### config.mk
export PLATFORM = sky130hd
export DESIGN_NAME = sprite_square_rom
export DESIGN_NICKNAME = d
export VERILOG_FILES = /design/src/rtl/sprite_pkg.sv /design/src/rtl/sprite_bounds.sv /design/src/rtl/sprite_square_rom.sv
export SDC_FILE = /design/constraint.sdc
export NUM_CORES = 1
export LEC_CHECK = 0
export CORE_MARGIN = 2
export CORE_UTILIZATION = 34
export DETAILED_ROUTE_END_ITERATION = 12
export PLACE_DENSITY_LB_ADDON = 0.1
export SLEW_MARGIN = 15
export SYNTH_ARGS = -nofsm -noshare
export SYNTH_HDL_FRONTEND = slang
export SYNTH_SLANG_ARGS = --single-unit
export TNS_END_PERCENT = 50
### constraint.sdc
create_clock -name clk -period 1.9 [get_ports clk]
set_clock_uncertainty 0.15 [all_clocks]
set_input_delay 0.285 -clock clk [delete_from_list [all_inputs] [get_ports clk]]
set_output_delay 0.285 -clock clk [all_outputs]
set_load 0.05 [all_outputs]
### src/rtl/sprite_pkg.sv
// Shared types and colour constants for the sprite pixel path.
package sprite_pkg;
   typedef logic signed [10:0] coord_t;
   typedef logic [11:0]        rgb_t;

   localparam rgb_t RGB_BLACK = 12'h000;
   localparam rgb_t RGB_RED   = 12'hF00;
   localparam rgb_t RGB_GREEN = 12'h0F0;
   localparam rgb_t RGB_WHITE = 12'hFFF;
endpackage

### src/rtl/sprite_bounds.sv
// Sprite-relative coordinates and inside test.
// Coordinates are widened to 12 bits so the subtraction never wraps.
module sprite_bounds
   import sprite_pkg::*;
#(
   parameter int SIZE = 256
) (
   input  coord_t             i_row,
   input  coord_t             i_column,
   input  coord_t             i_row_offset,
   input  coord_t             i_column_offset,
   output logic signed [11:0] o_rel_r,
   output logic signed [11:0] o_rel_c,
   output logic               o_inside
);
   localparam logic [10:0] SIZE_W = 11'(SIZE);

   logic w_r_in;
   logic w_c_in;

   assign o_rel_r = {i_row[10], i_row} - {i_row_offset[10], i_row_offset};
   assign o_rel_c = {i_column[10], i_column} - {i_column_offset[10], i_column_offset};

   // Non-negative and below SIZE; bit 11 is the sign of the widened difference.
   assign w_r_in = !o_rel_r[11] && (o_rel_r[10:0] < SIZE_W);
   assign w_c_in = !o_rel_c[11] && (o_rel_c[10:0] < SIZE_W);

   assign o_inside = w_r_in && w_c_in;
endmodule

### src/rtl/sprite_square_rom.sv
// Procedural checkerboard sprite: pixel (row, column) -> registered RGB444.
// Optional white one-pixel frame when SPRITE_BORDER_EN is defined.
module sprite_square_rom
   import sprite_pkg::*;
#(
   parameter int   SIZE      = 256,
   parameter int   CELL_LOG2 = 0,
   parameter rgb_t COLOR_A   = RGB_RED,
   parameter rgb_t COLOR_B   = RGB_GREEN,
   parameter rgb_t COLOR_BG  = RGB_BLACK
) (
   input  logic   clk,
   input  logic   rst_n,
   input  coord_t row,
   input  coord_t column,
   input  coord_t row_offset,
   input  coord_t column_offset,
   output rgb_t   q
);
   logic signed [11:0] w_rel_r;
   logic signed [11:0] w_rel_c;
   logic               w_inside;
   logic               w_par;
   rgb_t               w_q_next;
   rgb_t               r_q;

   sprite_bounds #(
      .SIZE (SIZE)
   ) u_bounds (
      .i_row           (row),
      .i_column        (column),
      .i_row_offset    (row_offset),
      .i_column_offset (column_offset),
      .o_rel_r         (w_rel_r),
      .o_rel_c         (w_rel_c),
      .o_inside        (w_inside)
   );

   // Only meaningful when inside, where both rel values are non-negative.
   assign w_par = |(((w_rel_r ^ w_rel_c) >> CELL_LOG2) & 12'sd1);

`ifdef SPRITE_BORDER_EN
   localparam logic signed [11:0] EDGE = 12'(SIZE - 1);
   logic w_border;
   assign w_border = (w_rel_r == 12'sd0) || (w_rel_r == EDGE) ||
                     (w_rel_c == 12'sd0) || (w_rel_c == EDGE);
   assign w_q_next = !w_inside ? COLOR_BG :
                     w_border  ? RGB_WHITE :
                     (w_par ? COLOR_B : COLOR_A);
`else
   assign w_q_next = !w_inside ? COLOR_BG : (w_par ? COLOR_B : COLOR_A);
`endif

   always_ff @(posedge clk or negedge rst_n) begin
      if (!rst_n) r_q <= RGB_BLACK;
      else        r_q <= w_q_next;
   end

   assign q = r_q;
endmodule

======== After elaboration in Yosys (flattened, before gate mapping) ========
Cells that the tools add are included.
storage, ports and cells
  bits in registers ....................... 12
  input bits .............................. 46
  output and inout port bits .............. 12
cells by class
  add/sub/neg operators ................... 2
  magnitude comparators ................... 2
  muxes and demuxes ....................... 2
  bitwise gates (word level) .............. 1
  reductions and logical operators ........ 5
operators with widths
  cell                 count
  $mux 12              2
  $sub 11x11->12       2
  $lt 11x9->1 const B  2
  $logic_and 1x1->1    3
  $logic_not 1->1      2
  $xor 1x1->1          1

======== Logic depth before layout (Yosys ltp) ========
Gate-level depths: netlist of the first run.
  word-level depth ........................ 5
  mapped depth ............................ 8
  mapped depth without buffers ............ 8

======== Modules after synthesis ========
Synthesis of the first run repeated with hierarchy kept, for this count alone.
second synthesis, totals
  cells, all modules ...................... 180
  area, all modules ....................... 1291.2 um^2
by module, submodules not included
  module             times used  cells an instance  area an instance (um^2)  sequential area each (um^2)
  sprite_bounds      1           164                1141.1                   0.0
  sprite_square_rom  1           16                 150.1                    50.0

======== Worst setup path before layout of the first run ========
OpenSTA, ideal clock, no wires.
  kind .................................... input -> register
  from .................................... input row_offset[1]
  to ...................................... register r_q[7] (netlist: q[7])
  library setup time ...................... 0.096 ns
  arrival time ............................ 1.861 ns
  slack ................................... -0.207 ns
  cell stages on the path ................. 8
  path buffers ............................ 0
  path through ............................ inv_1 -> ha_1 -> nor2b_1 -> o211a_1 -> o31a_1 -> or3_1 -> a22o_1 -> nor4_2
between the ends
  cells in the longest elaborated chain, start to end .. 5
  elaborated cells between the ends (all ways) .. 6
  classes of those cells .................. add/sub (1); order compare (1); mux (1); reduce/logical (3)
ends and longest elaborated chain
  item                                                   line                     source
  from (decl)                                            sprite_square_rom.sv:16  input coord_t row_offset,
  $sub 11x11->12 *                                       sprite_bounds.sv:21      assign o_rel_r = {i_row[10], i_row} - {i_row_offset[10], i_row_offset};
  $lt 11x9->1 / $logic_not 1->1 (equally long branches)  sprite_bounds.sv:25      assign w_r_in = !o_rel_r[11] && (o_rel_r[10:0] < SIZE_W);
  $logic_and 1x1->1 *                                    sprite_bounds.sv:25
  $logic_and 1x1->1 *                                    sprite_bounds.sv:28      assign o_inside = w_r_in && w_c_in;
  $mux 12 *                                              sprite_square_rom.sv:51  assign w_q_next = !w_inside ? COLOR_BG : (w_par ? COLOR_B : COLOR_A);
  to (signal assigned)                                   sprite_square_rom.sv:56  else r_q <= w_q_next;
  to (decl)                                              sprite_square_rom.sv:25  rgb_t r_q;
Mark *: on every way between the ends. The rest lies on a longest branch, timed or not.

======== Worst setup path after layout of the first run ========
  from .................................... input row_offset[3]
  to ...................................... register r_q[7] (netlist: q[7])
The elaborated chain is that of the path after synthesis.

==> results of run 1 <==
[cells in the final DEF (no fill, tap or decap), drive strengths merged, types with 3 or more instances in the layout]
| master | count |
|---|---|
| a21o | 3 |
| a21oi | 8 |
| buf | 35 |
| clkbuf | 8 |
| clkdlybuf4s15 | 8 |
| clkdlybuf4s50 | 8 |
| conb | 4 |
| dlygate4sd2 | 12 |
| dlymetal6s2s | 5 |
| ha | 22 |
| inv | 23 |
| nand2 | 6 |
| nor2 | 3 |
| o211ai | 3 |
| o21ai | 5 |
[final timing paths]
| check | from | slack, ns | endpoint | depth (start not counted) |
|---|---|---|---|---|
| max in group asynchronous | rst_n | 1.40 | q[7]$_DFF_PN0_ | 1 |
| min in group clk | row[0] | 0.53 | q[7]$_DFF_PN0_ | 5 |
| worst max-delay path | row_offset[3] | -0.12 | q[7]$_DFF_PN0_ | 9 |
| worst min-delay path | rst_n | 0.07 | q[10]$_DFF_PN0_ | 1 |
[layer usage]
metal / track usage / up-vias
met5: 0 / -
met4: 0.0500 / 0
met3: 0.0500 / 5
met2: 0.333 / 41
met1: 0.163 / 457
li1: - / 523
[cell type report]
| class | instances | area [um2] |
|---|---|---|
| clock buffers | 3 | 22.5 |
| fillers | 205 | 699 |
| inverters | 23 | 88.8 |
| multi-input cells | 81 | 920 |
| flip-flops and latches | 2 | 50.0 |
| well taps | 30 | 37.5 |
| repair buffers | 73 | 614 |
[per-stage QoR]
stage	utilization	worst slack (ns)
final	0.712	-0.117
after global routing	0.712	-0.178
after CTS	0.678	-0.253
after detailed placement	0.607	-0.752
after global placement	0.607	-0.706
after floorplan	-	-0.133
[report_power, final]
group | total, W | switching, W | internal [W]
clock network | 0.0000972 | 0.0000274 | 0.0000698
logic | 0.000417 | 0.000187 | 0.000230
registers | 0.0000438 | 0.000000420 | 0.0000434
total | 0.000558 | 0.000215 | 0.000343
[kinds of logic after synthesis]
family	Yosys count	share of synthesized area
buf+inv	33	0.189
other cells	1	0.00440
simple gates	22	0.147
xor+xnor	2	0.0206
fa+ha+maj	22	0.323
flops	2	0.0587
compound gates	30	0.245
mux	1	0.0117
[worst max-delay path, cell delays in order]
cell      delay (ns)
buf_6           0.10
inv_4           0.05
ha_4            0.19
a21o_1          0.20
a211o_1         0.29
o2111a_1        0.27
a31oi_1         0.17
mux2i_1         0.33
nor4_2          0.09
[what timing repair did]
action	CTS	global route
hold buffers	0	0
endpoints found under the setup margin	2	2
resized for setup	89	32
pin swaps	32	27
setup buffers	4	4
==> impl.org, run 1 <==
** Routing
- In this run the remaining antenna-violating nets after routing total 0.
- Number of remaining DRC errors :: 0
- After the first detailed-routing iteration, the DRC count stood at 6.
- Total met3 wirelength after detailed routing :: 221 um
- The pre-antenna-repair detailed-routing pass consisted of 3 iterations.
- Dividing the detail-routed via count by the number of cells gives 4.84.
- Detailed routing placed a total of 1410 um of wire on met2.
- Met1 WL :: 956 um
- The routed design has 2620 um of wire.
- Routed signal wires occupy layers up through met4.
- Via total after detailed routing :: 1026
- Per-cell routed wire length :: 12.4 um

** Placed design
- Placer congestion estimate :: 0.754
- Area after DPL :: around 1500 um2
- Placed cells :: approximately 200
- Placed wire-length estimate after detailed placement :: 1870 um
- In this run the tool buffered the top-level ports with 53 buffer cells.

** Power and ir drop
- Maximum resistive drop on vdd :: roughly 0.00022 V
- Post-layout power :: ~0.00056 W
- For this design the ratio of total power to cell area is about 320 nW/um2.
- Leakage power total :: about 0.9 nW

** Floorplan
- The floorplan has 18 rows.
- For this configuration, the core starts out at a cell density of 0.350.
- The die is 54.1 um tall.
- Boundary Pins :: 58
- The die is 54.1 um wide.
- Full die area :: 2920 um2
- Area inside the core boundary :: 2430 um2

** Min path
- Hold WC Path Type :: input port to async pin

** Clocking
- In this run the clock root is driven by a clkbuf_4.
- In this run the deepest clock path goes through 2 buffers.
- After clock tree synthesis, the clock-pin slew on the worst setup and hold paths is 0.03 ns.
- Clk sink count :: 2
- TritonCTS clock tree :: yes
- Total clock buffers created by CTS :: 3
- CTS built an H-tree with a depth of 1.

** Synth
- ha_1 takes more of the synthesized area than any other cell.
- In this run, synthesis inferred 0 flip-flops with an integrated enable.
- Counting flops with an async set or reset pin after synthesis yields a share of 1.00.
- Most frequent cells after synthesis :: inv_1, ha_1, buf_4, a21oi_1, nand2_1
- Number of synthesized register bits :: 2
- After technology mapping, the gate count stands at about 110.
- The Yosys step of the flow raised 0 warnings.
- Yosys instantiated no cell more often than inv_1.
- Top-area cell type share of the netlist area :: 0.323
- Mapped Area :: approximately 850 um2
- Share of the yosys chip area belonging to registers :: 0.0587
- By area the synthesized netlist is led by ha_1, inv_1, buf_4, dfrtp_1, a21oi_1.
- Synth unique cells :: 36
- A synthesized cell averages 7.54 um2.
- Dominant register cell in the synthesized netlist :: dfrtp_1

** STA
- For the final routed database, the setup TNS stands at -0.210 ns.
- Setup violations remaining at the end of the flow were counted as 2.
- Portion of the clock cycle consumed by the worst path in the final layout :: 1.06
- Counting I/O delays and the setup requirement, the final critical path takes approximately 2 ns.
- Timing would allow up to 496 MHz.
- Minimum hold slack :: just over 0.07 ns
- Slack of the critical path :: -0.117 ns
- Unrepaired setup endpoints after global routing :: yes
- Final hold violations :: 0
- Count of pins over their slew limit :: 0

** Critical path
- Start-to-end type of the worst setup path :: input port to register
- Maximum fanout count along the critical path :: 2
- Endpoint type of the worst setup path :: register
- At the worst endpoint, the required time is around 1.9 ns.
- Kind of launch point of the worst setup path :: input port
- For the worst setup path, the data arrival time is 1.97 ns.

** Cells and area
- The register with the most flip-flops in the layout has 2 of them.
- Post-Layout Cell Count :: 212
- Proportion of layout cells with a drive suffix above 1 :: 0.500
- The repair_antennas step left the layout with diodes totalling 0.
- Area of all placed cells without fillers :: 1730 um2
- Syn-to-layout area delta :: 103%
- Total number of nets in the final design :: 252

** Global routing
- The first global-routing pass estimated 3550 um of wire.
- The number of antenna violations at the first check in global routing came to 0.
- In the global route stage, overall resource usage came out at 0.168.
- Vias in the first global route :: 901
- Total gr overflow :: 0
- Maximum number of pins on one net before global-route repair :: 6

** Outcome
- Status :: finished, violations left
- Failing checks :: negative setup slack

** Run
- The tool flagged a number of max-cap violations equal to 0.
Power figures use the tool's default switching activity.
==> run 2, diff against run 1 <==
- CTS_CLUSTER_DIAMETER: not set -> 60
==> results of run 2 <==
Final layout, timing and power as in run 1 (identical DEF).
==> run 3, diff against run 2 <==
- CAP_MARGIN: not set -> 40
- REMOVE_ABC_BUFFERS: not set -> 1
==> impl.org, run 3 (synthesis results as in run 1) <==
** STA
- Static timing analysis puts the maximum clock frequency at about 500 MHz.
- Counting I/O delays and the setup requirement, the final critical path takes approximately 2.0 ns.
- In the post-route analysis, the smallest setup slack over all paths is -0.109 ns.
- The final number of max-transition violations came to 0.
- Dividing the final minimum period by the clock period gives 1.06.
- Unrepaired setup endpoints after global routing :: yes
- Minimum hold slack :: 0.0721 ns
- The number of endpoints with negative hold slack in the final report is 0.
- Setup violations remaining at the end of the flow were counted as 2.

** Critical path
- The worst setup path is captured at a register.
- Maximum fanout count along the critical path :: 2
- First element of the critical path :: row_offset[1]
- Data on the critical path is required at its endpoint by 1.85 ns.
- The critical path is of the input port to register type.
- Arrival time of data at the critical path endpoint :: between 1.5 and 2 ns
- The worst setup path is launched from an input port.
- The most numerous cell type found on the critical path is buf_6.
- The slowest stage of the critical path is the mux2i_1 cell.
- The critical path goes through buf_6 > inv_4 > ha_4 > nor2b_4 > o211a_1 > buf_6 > o2111a_1 > a31oi_1 > mux2i_1 > nor3_2.
- Crit-path max cell delay :: 0.35 ns

** Routing
- After detailed routing, the average wire length per cell comes to 12.8 um.
- The count of nets left with antenna violations once routing finished came out at 0.
- In the routed layout, each cell is associated on average with a via count of ~5.0.
- For this block, the routed nets add up to between 2000 and 3000 um of wire.
- The first detailed-routing pass took 4 iterations.
- 1st-iter DRT viols :: 7
- For this run, design rule violations remaining after detail routing come to 0.
- The routed layout has 1069 vias.

** Outcome
- The run finished, with violations left.
- The final reports fail on negative setup slack.

** Floorplan
- Std-Cell Rows :: 18
- The die covers 2920 um2.
- Area inside the core boundary :: 2430 um2
- Die W :: 54.1 um
- Boundary Pins :: 58
- Die height :: 54.1 um
- For this configuration, the core starts out at a cell density of 0.350.

** Run
- Across the run, the number of max-cap violations was 0.

** Clocking
- Clk Tree Root Cell :: clkbuf_4
- TritonCTS clock tree :: yes
- Buffer levels on the longest clock path :: 2
- The clock drives 2 sinks.
- H-tree depth :: 1
- Number of buffers inserted for hold repair after clock tree synthesis :: 0
- Total clock buffers created by CTS :: 3
- After clock tree synthesis, the clock-pin slew on the worst setup and hold paths is 0.03 ns.

** Global routing
- The number of antenna violations at the first check in global routing was 0.
- Entering global routing, the biggest net connects 6 pins.
- First-pass GRT wire length :: 4330 um
- GRT Total Usage :: 0.204
- Total gr overflow :: 0
- The number of global-route vias before repair was between 1000 and 1500.

** Placed design
- Placer congestion estimate :: 0.754
- Buffers on Ports :: 53
- Summing all placed instances gives a cell area of 1430 um2.
- Placed wire-length estimate after detailed placement :: ~1900 um

** Power and ir drop
- Power spread over the standard cell area amounts to 334 nW/um2.
- The worst-case IR drop observed on VDD is roughly 0.00022 V.
- Leakage power total :: 0.846 nW

** Cells and area
- Most common cell after layout, fill and taps aside :: buf_4
- Antenna cell count :: 0
- The net count of the finished layout is 254.
- Number of filler instances in the final layout :: 193
- The register with the most flip-flops in the layout has 2 of them.
- Area of all placed cells without fillers :: 1740 um2
- Summing all multi-input logic gate instances after layout gives between 900 and 1000 um2.
- From synthesis to final layout, the design area changed by 104%.
- Across the whole layout, storage elements account for about 50 um2.
- In the layout the commonest cells are buf_4, ha_4, inv_2.
- Proportion of layout cells with a drive suffix above 1 :: 0.582

** Min path
- Hold WC Path Type :: input port to async pin
==> run 3: changes by cell type in the layout (fill, tap and decap cells not counted), sizes merged <==
cell | previous run | this run
clkbuf | 8 | 6
buf | 35 | 48
dlymetal6s2s | 5 | 0
dlygate4sd2 | 12 | 11
clkdlybuf4s50 | 8 | 6
clkdlybuf4s15 | 8 | 7
==> run 3: power breakdown <==
| group | leakage, nW | internal (W) | switching [W] |
|---|---|---|---|
| logic | 0.804 | 0.000243 | 0.000195 |
| registers | 0.0279 | 0.0000433 | 0.000000420 |
| clock network | 0.0138 | 0.0000700 | 0.0000276 |
==> run 3: timing repair <==
action,in CTS,in global routing
pin swaps,40,24
endpoints found under the setup margin,2,2
cloned,0,0
gates resized for setup,145,18
setup buffers,5,4
==> run 3: cell type report <==
cell class,instances,share of cell area
timing repair buffer,75,0.344
sequential,2,0.0288
inverter,23,0.0540
tap,30,0.0216
clock buffer,3,0.0130
multi-input combinational,81,0.538
==> run 3: worst max-delay path, delay by kind of cell <==
family | cells | cell delay [ns]
buf+inv | 3 | 0.27
simple gates | 2 | 0.21
mux | 1 | 0.35
compound gates | 3 | 0.67
fa+ha+maj | 1 | 0.18
==> run 3: metal layers <==
metal	track usage	wire length, um
met2	0.423	1520
met5	0	0
met3	0.0306	184
met1	0.192	973
met4	0.0875	57
==> run 3: worst max path at each step <==
stage	to	slack [ns]	cells after the start
2_1_floorplan	q[7]$_DFF_PN0_	-0.21	8
5_1_grt	q[10]$_DFF_PN0_	-0.16	8
3_3_place_gp	q[7]$_DFF_PN0_	-0.74	9
3_5_place_dp	q[7]$_DFF_PN0_	-0.76	9
6_report	q[10]$_DFF_PN0_	-0.11	10
4_1_cts	q[7]$_DFF_PN0_	-0.13	9
==> run 3: through the flow <==
stage                     setup WS, ns  TNS [ns]   util  cells  total power (W)
after global placement          -0.736     -1.43  0.590    202         0.000369
final                           -0.109    -0.214  0.714    214         0.000579
after detailed placement        -0.757     -1.48  0.590    202         0.000378
after global routing            -0.160    -0.319  0.714    214         0.000631
after CTS                       -0.128    -0.215  0.686    210         0.000544
after floorplan                 -0.207    -0.475      -    106         0.000212
